## src/rtl/cic_pkg.sv

```systemverilog
// Shared constants for the CIC decimation chain (integrator cascade and comb section).
package cic_pkg;

   localparam int CIC_W = 10;
   localparam int CIC_N = 3;
   localparam int CIC_M = 1;
   localparam int CIC_R = 8;

   // Bits needed to count 0..v-1, never less than one.
   function automatic int clog2(input int v);
      int r;
      int x;
      r = 0;
      x = v - 1;
      while (x > 0) begin
         r = r + 1;
         x = x >> 1;
      end
      return (r < 1) ? 1 : r;
   endfunction

endpackage

```

## src/rtl/comb_stage.sv

```systemverilog
// One registered CIC comb (differentiator): y = x - x[n-M], advancing only on valid tokens.
module comb_stage
   import cic_pkg::*;
#(
   parameter int W = CIC_W,
   parameter int M = CIC_M
) (
   input  logic         clk,
   input  logic         rst,
   input  logic [W-1:0] x,
   input  logic         in_vld,
   output logic [W-1:0] y,
   output logic         out_vld
);

   logic [W-1:0] dly_q [M];
   logic [W-1:0] dly_d [M];
   logic [W-1:0] y_q;
   logic [W-1:0] y_d;
   logic         vld_q;
   logic         vld_d;

   always_comb begin
      dly_d = dly_q;
      y_d   = y_q;
      vld_d = in_vld;
      if (in_vld) begin
         // Modulo-2^W subtraction is what keeps the CIC exact despite integrator wrap.
         y_d      = x - dly_q[M-1];
         dly_d[0] = x;
         for (int i = 1; i < M; i++) begin
            dly_d[i] = dly_q[i-1];
         end
      end
   end

   always_ff @(posedge clk or posedge rst) begin
      if (rst) begin
         for (int i = 0; i < M; i++) begin
            dly_q[i] <= '0;
         end
         y_q   <= '0;
         vld_q <= 1'b0;
      end else begin
         dly_q <= dly_d;
         y_q   <= y_d;
         vld_q <= vld_d;
      end
   end

   assign y       = y_q;
   assign out_vld = vld_q;

endmodule

```

## src/rtl/cic_comb_decim.sv

```systemverilog
// Decimating comb section: keep one of every R accepted samples, then N comb stages of delay M.
module cic_comb_decim
   import cic_pkg::*;
#(
   parameter int W = CIC_W,
   parameter int N = CIC_N,
   parameter int M = CIC_M,
   parameter int R = CIC_R
) (
   input  logic         clk,
   input  logic         rst,
   input  logic [W-1:0] din,
   input  logic         din_vld,
   input  logic         sync,
   output logic [W-1:0] dout,
   output logic         dout_vld
);

   localparam int CW = clog2(R);
   localparam logic [CW-1:0] CNT_LAST  = CW'(R - 1);
   localparam logic [CW-1:0] CNT_AFTER = (R == 1) ? '0 : CW'(1);

   logic [CW-1:0] cnt_q;
   logic [CW-1:0] cnt_d;
   logic [W-1:0]  cap_q;
   logic [W-1:0]  cap_d;
   logic          cap_vld_q;
   logic          cap_vld_d;
   logic          dec;

   always_comb begin
      cnt_d     = cnt_q;
      cap_d     = cap_q;
      cap_vld_d = 1'b0;
      dec       = 1'b0;
      if (din_vld) begin
         if (sync) begin
            // The sync sample becomes phase index 0.
            dec   = (R == 1);
            cnt_d = CNT_AFTER;
         end else begin
            dec   = (cnt_q == CNT_LAST);
            cnt_d = dec ? '0 : cnt_q + CW'(1);
         end
         if (dec) begin
            cap_d     = din;
            cap_vld_d = 1'b1;
         end
      end
   end

   always_ff @(posedge clk or posedge rst) begin
      if (rst) begin
         cnt_q     <= '0;
         cap_q     <= '0;
         cap_vld_q <= 1'b0;
      end else begin
         cnt_q     <= cnt_d;
         cap_q     <= cap_d;
         cap_vld_q <= cap_vld_d;
      end
   end

   logic [W-1:0] stg_dat [N+1];
   logic [N:0]   stg_vld;

   assign stg_dat[0] = cap_q;
   assign stg_vld[0] = cap_vld_q;

   generate
      for (genvar gi = 0; gi < N; gi++) begin : g_comb
         comb_stage #(
            .W (W),
            .M (M)
         ) u_comb (
            .clk     (clk),
            .rst     (rst),
            .x       (stg_dat[gi]),
            .in_vld  (stg_vld[gi]),
            .y       (stg_dat[gi+1]),
            .out_vld (stg_vld[gi+1])
         );
      end
   endgenerate

   // The last stage register is the output register, so dout only moves with a strobe.
   assign dout     = stg_dat[N];
   assign dout_vld = stg_vld[N];

endmodule

```

## config.mk

```make
export PLATFORM = sky130hd
export DESIGN_NAME = cic_comb_decim
export DESIGN_NICKNAME = d
export VERILOG_FILES = /design/src/rtl/cic_pkg.sv /design/src/rtl/comb_stage.sv /design/src/rtl/cic_comb_decim.sv
export SDC_FILE = /design/constraint.sdc
export NUM_CORES = 1
export LEC_CHECK = 0
export BUFFER_PORTS_ARGS = -buffer_cell sky130_fd_sc_hd__buf_2
export CORE_ASPECT_RATIO = 0.7
export CORE_MARGIN = 3
export CORE_UTILIZATION = 55
export DETAILED_ROUTE_END_ITERATION = 10
export PLACE_DENSITY = 0.86
export REMOVE_ABC_BUFFERS = 1
export SYNTH_ARGS = -nofsm -noshare
export SYNTH_HDL_FRONTEND = slang
export SYNTH_SLANG_ARGS = --single-unit
```

## constraint.sdc

```tcl
create_clock -name clk -period 2.2 [get_ports clk]
set_input_delay 0.11 -clock clk [delete_from_list [all_inputs] [get_ports clk]]
set_output_delay 0.11 -clock clk [all_outputs]
set_load 0.1 [all_outputs]
```

Word level (Yosys, flattened, before mapping)

Cells that the tools add are included.

Mux-type cells: 6
Magnitude comparators: 0
Div/mod/pow operators: 0
Shift-type cells: 0
Reductions and logical operators: 1
Add/sub/neg operators: 4
Bitwise logic cells: 0
Equal/unequal tests: 1
Multipliers: 0

Operators by type and width:

| operator                                    | number |
|---|---|
| subtractor 10 bit                           | 3 |
| two-way mux 3 bit                           | 2 |
| two-way mux 1 bit                           | 4 |
| adder 3 x 1 -> 3 bit, second input constant | 1 |
| equality test 3 bit, second input constant  | 1 |
| AND reduction 2 bit                         | 1 |

Latch bits: 0
Logic and storage cells: 24
Bits in registers: 77
Bits in writable memories: 0
Memories kept: 0
Memory bits (read-only): 0
Input bits: 14

Depth between registers and ports, before layout

Gate-level depths: netlist (run 1).

Depth after elaboration: 5
Mapped depth: 9
Depth with buffers taken out: 9

By module

Synthesis (run 1) repeated with hierarchy kept, for this count alone.

Cells, all modules: 406
Area total of the unflattened synthesis: 4113.9 um2

Modules (own cells, without submodules):

| module         | area each (um2) | times used | cells each | seq. area each (um2) |
|---|---|---|---|---|
| comb_stage     | 1171.1          | 3          | 123        | 525.5 |
| cic_comb_decim | 600.6           | 1          | 37         | 350.3 |

Worst setup path after synthesis (run 1)

No wires, ideal clock.

Path type: register to register
Start: register g_comb[0].u_comb.y_q[0]
End: register g_comb[1].u_comb.y_q[8]
Period minus slack after synthesis: 2.040 ns
Data required time: 2.075 ns
Stages on the path, launching flop included: 10
Setup slack: 0.160 ns
Data arrival time: 1.915 ns
Path through: dfrtp_1 inv_1 ha_1 inv_1 fa_1 a211oi_2 o211ai_1 a31oi_1 xnor2_1 mux2_2

Word-level cells in the longest chain between the ends: 1

Ends and longest elaborated chain:

| what                   | RTL line         | text |
|---|---|---|
| start, declared        | comb_stage.sv:18 | `logic [W-1:0] y_q;` |
| start signal, assigned | comb_stage.sv:46 | `y_q <= y_d;` |
| subtractor 10 bit      | comb_stage.sv:29 | `y_d = x - dly_q[M-1];` |
| end signal, assigned   | comb_stage.sv:46 |  |
| end, declared          | comb_stage.sv:18 |  |

Every way passes these cells.
A chain may end at the register's enable or synchronous reset.

Worst setup path after layout (run 1)

Ends and elaborated chain as after synthesis.

==> results.yml, run 1 <==
status:
  outcome: "completed"
worst_setup_path:
  cp_data_arrival_time_ns: 2.42
  crit_type: "reg2reg"
  critPathRequiredTime_ns: 2.44
  worst_setup_path_end_kind: "flop"
  start_kind: "flop"
  cp_max_fo: 3
final_layout:
  final_common_cell: "dfrtp_1"
  design_area_mm2: 0.00473
  layout_common_cells: "77 x dfrtp_1, 73 x nand2_1, 42 x o21ai_0, 35 x inv_1"
  final_cells: 573
  antenna_cells: 0
  area_growth_pct: 17.0
  final_nets: 520
  seqCellArea_mm2: 0.00193
  fillCellCount: 515
  drive_gt1_share_pct: 18.4
  multi_input_area_mm2: 0.00198
power_and_ir_drop:
  p_int_w: 0.00357
  power_frac_seq_pct: 31.4
  power.share.combinational_pct: 51.6
  power.total_w: 0.00626
  peakVddDrop_mv: 0.626
  swShare_pct: 43.0
  p_sw_w: 0.00269
  clkPwrFrac_pct: 17.0
  powerDensity_mw_per_mm2: 1320
  p_leak_nw: 2.26
yosys:
  netlist_top_cells_area: "dfrtp_1 48%, ha_1 9.0%, nand2_1 6.8%"
  avgSynthCellArea_um2: 9.56
  synth_warnings: 0
  synth_cell_types: 35
  synth_top_area_share_pct: 47.6
  yosysTopAreaCell: "dfrtp_1"
  synth.cell_area_mm2: 0.00405
  yosysSeqAreaShare_pct: 47.6
  syn_inst: 423
  ys_ff_latch: 77
timing:
  period_share_pct: 99.4
  worst_slew_margin_rel_pct: 61.6
  period_minus_slack_ns: 2.19
  setup_viol: 0
  worstMarginPinSlew_ns: 0.576
  fin_skew_ns: 0.00781
  rsz0062_at_grt: "true"
  final_max_slew_viol_count: 0
  timing.fmax_mhz: 457
  final_hold_viol_count: 0
cts:
  numCtsBuffers: 9
  path_clk_slew_ns: 0.08
  tritoncts: "built"
  cts-root-buf: "clkbuf_8"
  clockBufferDepth: 2
  clock_sinks: 77
  cts_max_level: 3
  insertion_delay_ns: 0.35
placed_design:
  dpl.cell_count: 540
  port_buffers: 24
  gp_congestion: 0.866
  dp_hpwl_um: 5690
  postPlaceCellArea_mm2: 0.00432
grt:
  grt_max_degree: 47
  grt_first_pass_wirelength_um: 14300
  grt_use_total_pct: 21.4
  overflow: 0
  first_global_vias: 3233
  antenna_found_initial: 0
routing:
  viasPerCell: 5.56
  vias: 3186
  wl_um: 8360
  drt-initial-drc-count: 206
  wl_per_cell_um: 14.6
  drtAntennaViolNets: 0
  dr.pass1.iters: 4
  drc: 0
die:
  core_mm2: 0.00694
  die_area_mm2: 0.00844
  start_util_pct: 58.3
  fp-row-count: 25
  fp.dieW_um: 109
  die_h_um: 77.8
  ios: 25
hold_path:
  hold_path_class: "in2reg"
flow_run:
  cap_violations: 0
==> through the flow <==
stage          setup TNS (ns)  setup slack [ns]  hold WS, ns  utilization (%)
6_report                    0            0.0130       0.0283             68.1
5_1_grt                -0.225           -0.0759       0.0442             68.1
4_1_cts                     0            0.0139       0.0153             66.8
3_5_place_dp                0           0.00580      -0.0184             62.1
3_3_place_gp                0            0.0969      -0.0157             62.1
2_1_floorplan               0             0.123        0.195                -
==> cell usage after synthesis, drive strengths merged <==
cell / number
nand2: 73
o21a: 9
mux2: 15
a21o: 6
ha: 29
fa: 3
xnor2: 9
o2111ai: 1
o31a: 1
xor2: 6
a21oi: 22
o211ai: 4
o2bb2ai: 3
nor3: 7
a211o: 2
o22ai: 2
a211oi: 10
a31oi: 5
nor2: 26
o31ai: 3
nor2b: 3
nand2b: 4
inv: 40
dfrtp: 77
clkbuf: 9
buf: 2
nand3b: 1
or3: 3
o21ai: 45
mux2i: 2
and3: 1
==> timing repair <==
action,in CTS,in global routing
hold buffers,12,0
resized for setup,2,16
setup endpoints to repair,4,6
buffers inserted,0,5
hold endpoints to repair,43,0
pin swaps,5,15
==> layout make-up <==
type / count / share of cell area (%)
clock buffer: 10 / 2.91
clock inverter: 6 / 1.32
inverter: 40 / 3.17
multi-input combinational: 295 / 41.9
sequential: 77 / 40.7
tap: 94 / 2.49
timing repair buffer: 51 / 7.46
==> state kept, by name, indices dropped and copies added (netlist names) <==
signal and cells:
g_comb.u_comb.dly_q 30, g_comb.u_comb.y 30, cap_q 10, cnt_q 3, g_comb.u_comb.out_vld 3, cap_vld_q 1
==> routing by layer <==
| layer | part of all wire [%] | global-route usage [%] | vias to the layer above |
|---|---|---|---|
| li1 | - | - | 1533 |
| met1 | 48 | 28.6 | 1559 |
| met2 | 46 | 33.9 | 79 |
| met3 | 4.1 | 5.74 | 15 |
| met4 | 1.3 | 7.19 | 0 |
| met5 | 0 | 0 | - |
==> cell families after synthesis <==
kind of cell             share of synthesized area, %
AO/OA/AOI/OAI                                    17.3
multiplexers                                     4.67
buffers and inverters                            4.76
AND/OR/NAND/NOR                                  11.9
XOR/XNOR                                         3.25
flip-flops                                       47.6
adder cells (fa/ha/maj)                          10.5
==> worst max-delay path, stage by stage (launching register included) <==
cell,delay [ns]
dfrtp_1,0.39
inv_1,0.07
ha_2,0.18
inv_2,0.04
fa_2,0.38
a211oi_4,0.29
o211ai_1,0.12
a31oi_1,0.23
xnor2_1,0.11
mux2_4,0.26
==> power groups by stage <==
stage / clock [W] / combinational [W] / sequential (W)
global route: 0.00116 / 0.00356 / 0.00200
global placement: 0 / 0.00283 / 0.00196
floorplan: 0 / 0.00193 / 0.00237
CTS: 0.00108 / 0.00301 / 0.00195
finish: 0.00107 / 0.00323 / 0.00196
detailed placement: 0 / 0.00294 / 0.00198
==> path summary, 6_finish.rpt <==
| path | to | cells after the start | slack, ns | start |
|---|---|---|---|---|
| max in group asynchronous | g_comb[2].u_comb.y[7]$_DFFE_PP0P_ | 4 | 1.29 | rst |
| setup reg to reg | g_comb[1].u_comb.y[8]$_DFFE_PP0P_ | 9 | 0.01 | g_comb[0].u_comb.y[0]$_DFFE_PP0P_ |
| min in group asynchronous | cnt_q[2]$_DFFE_PP0P_ | 3 | 0.15 | rst |
| hold / removal | cnt_q[0]$_DFFE_PP0P_ | 2 | 0.03 | din_vld |
| setup / recovery | g_comb[1].u_comb.y[8]$_DFFE_PP0P_ | 9 | 0.01 | g_comb[0].u_comb.y[0]$_DFFE_PP0P_ |
| hold reg to reg | g_comb[2].u_comb.y[3]$_DFFE_PP0P_ | 1 | 0.48 | g_comb[2].u_comb.y[3]$_DFFE_PP0P_ |
Note: power is estimated with default switching activity, not from simulation.
==> run 2: changes to the inputs <==
--- a/config.mk
+++ b/config.mk
@@ -7,8 +7,8 @@
 export LEC_CHECK = 0
 export BUFFER_PORTS_ARGS = -buffer_cell sky130_fd_sc_hd__buf_2
 export CORE_ASPECT_RATIO = 0.7
-export CORE_MARGIN = 3
 export CORE_UTILIZATION = 55
+export CTS_CLUSTER_SIZE = 8
 export DETAILED_ROUTE_END_ITERATION = 10
 export PLACE_DENSITY = 0.86
 export REMOVE_ABC_BUFFERS = 1
==> run 2 against run 1 <==
Net effect: the flow now finishes with violations (negative setup slack); worst setup slack got worse by 0.053 ns; count of clock-buffer cells in the layout stayed put; final cell count decreased by 0.52%; routed wire length decreased by 1.8%; first-iteration DRC count rose by 19%; flip-flop and latch count unchanged; global-route usage grew 1.6 points; die area is 8.6% lower; combinational power about the same; critical path depth unchanged.
==> results.yml, run 2 (synthesis results as in run 1) <==
final_layout:
  fin_util_pct: 67.9
  drive_gt1_share_pct: 17.0
  final_cells: 570
  layout_common_cells: "77 x dfrtp_1, 73 x nand2_1, 42 x o21ai_0, 37 x inv_1, 27 x ha_1"
  final_nets: 517
  antenna_cells: 0
  final_common_cell: "dfrtp_1"
  area_growth_pct: 16.5
worst_setup_path:
  path_delay_family: "compound AO/OA/AOI/OAI gates"
  path_cells: "inv_1 -> ha_2 -> inv_2 -> fa_2 -> a211oi_4 -> o211ai_1 -> a31oi_1 -> xnor2_1 -> mux2_4"
  cp_slowest_cell: "dfrtp_1"
  cp_data_arrival_time_ns: 2.48
  start_kind: "flop"
  critPathRequiredTime_ns: 2.44
  worst_setup_path_end_kind: "flop"
  cpPeakStageDelay_ns: 0.40
  regToRegSetupSlack_ns: -0.04
  crit_type: "reg2reg"
  cp_num_buf_inv: 2
  cp_max_fo: 3
timing:
  fin_skew_ns: 0.00981
  final_max_slew_viol_count: 0
  finalWorstSetupSlack_ns: -0.0398
  worstMarginPinSlew_ns: 0.485
  setup_tns_ns: -0.0454
  rsz0062_at_grt: "true"
  period_minus_slack_ns: 2.24
  final_hold_viol_count: 0
  timing.fmax_mhz: 446
  whs_ns: 0.0158
  period_share_pct: 102
  setup_viol: 2
  worst_slew_margin_rel_pct: 67.9
power_and_ir_drop:
  peakVddDrop_mv: 0.591
  p_leak_nw: 2.25
  powerDensity_mw_per_mm2: 1340
die:
  start_util_pct: 58.3
  core_mm2: 0.00694
  fp.dieW_um: 105
  die_h_um: 73.8
  ios: 25
  die_area_mm2: 0.00771
  fp-row-count: 25
cts:
  clockBufferDepth: 2
  cts_max_level: 3
  tritoncts: "built"
  insertion_delay_ns: 0.35
  numCtsBuffers: 9
  clock_sinks: 77
  path_clk_slew_ns: 0.08
  cts-root-buf: "clkbuf_8"
placed_design:
  dpl.cell_count: 539
  port_buffers: 24
  gp_congestion: 0.925
  dp_slack_ns: -0.0293
  dp_hpwl_um: 5770
status:
  violations: "negative setup slack"
  outcome: "complete, but fails checks"
grt:
  first_global_vias: 3050
  grt_max_degree: 64
  overflow: 0
  grt_first_pass_wirelength_um: 13800
  grt_use_total_pct: 23.0
  antenna_found_initial: 0
routing:
  drt-initial-drc-count: 245
  drc: 0
  drtAntennaViolNets: 0
  viasPerCell: 5.52
  wl_um: 8210
  vias: 3149
  dr.pass1.iters: 5
  wl_per_cell_um: 14.4
hold_path:
  hold_path_class: "in2reg"
flow_run:
  cap_violations: 0
==> run 2: area by class of cell <==
cell class                 count  area, um2
inverter                      40        150
tap                           94        118
clock buffer                  10        128
multi-input combinational    295       1960
timing repair buffer          48        340
sequential                    77       1930
clock inverter                 6       86.3
fill                         498       2230
==> run 2: what timing repair did <==
action                                  CTS  global route
resized for setup                         1            11
endpoints found under the setup margin    5             5
pin swaps                                 6            11
hold buffers                             11             0
hold endpoints to repair                 25             0
buffers inserted                          1             3
gates cloned                              0             0
==> run 2: where the power goes <==
| group | switching (W) | internal (W) | total [W] |
|---|---|---|---|
| registers | 0.000232 | 0.00173 | 0.00196 |
| logic | 0.00195 | 0.00126 | 0.00321 |
| clock network | 0.000524 | 0.000639 | 0.00116 |
==> run 2: layer usage <==
layer	routed length [um]	track usage (%)	vias to the layer above
met3	462	6.74	14
li1	-	-	1538
met5	0	0	-
met2	3830	37.5	95
met4	106	7.46	0
met1	3810	30.0	1502
==> run 2: worst register-to-register path, cell delays in order (launching register included) <==
cell,delay [ns]
dfrtp_1,0.40
inv_1,0.07
ha_2,0.18
inv_2,0.04
fa_2,0.39
a211oi_4,0.30
o211ai_1,0.14
a31oi_1,0.21
xnor2_1,0.12
mux2_4,0.27
==> run 2: through the flow <==
stage          power (W)  cell area [um2]
2_1_floorplan    0.00430             4000
3_3_place_gp     0.00479             4320
3_5_place_dp     0.00495             4320
4_1_cts          0.00618             4650
5_1_grt          0.00672             4710
6_report         0.00633             4710
==> run 2: worst paths after layout <==
check | start | to | cells past startpoint
hold / removal | din_vld | cnt_q[0]$_DFFE_PP0P_ | 2
max in group asynchronous | rst | g_comb[2].u_comb.y[7]$_DFFE_PP0P_ | 4
setup / recovery | g_comb[0].u_comb.y[0]$_DFFE_PP0P_ | g_comb[1].u_comb.y[8]$_DFFE_PP0P_ | 9
hold reg to reg | g_comb[2].u_comb.y[3]$_DFFE_PP0P_ | g_comb[2].u_comb.y[3]$_DFFE_PP0P_ | 1
setup reg to reg | g_comb[0].u_comb.y[0]$_DFFE_PP0P_ | g_comb[1].u_comb.y[8]$_DFFE_PP0P_ | 9
min in group asynchronous | rst | g_comb[1].u_comb.dly_q[1]$_DFFE_PP0P_ | 3
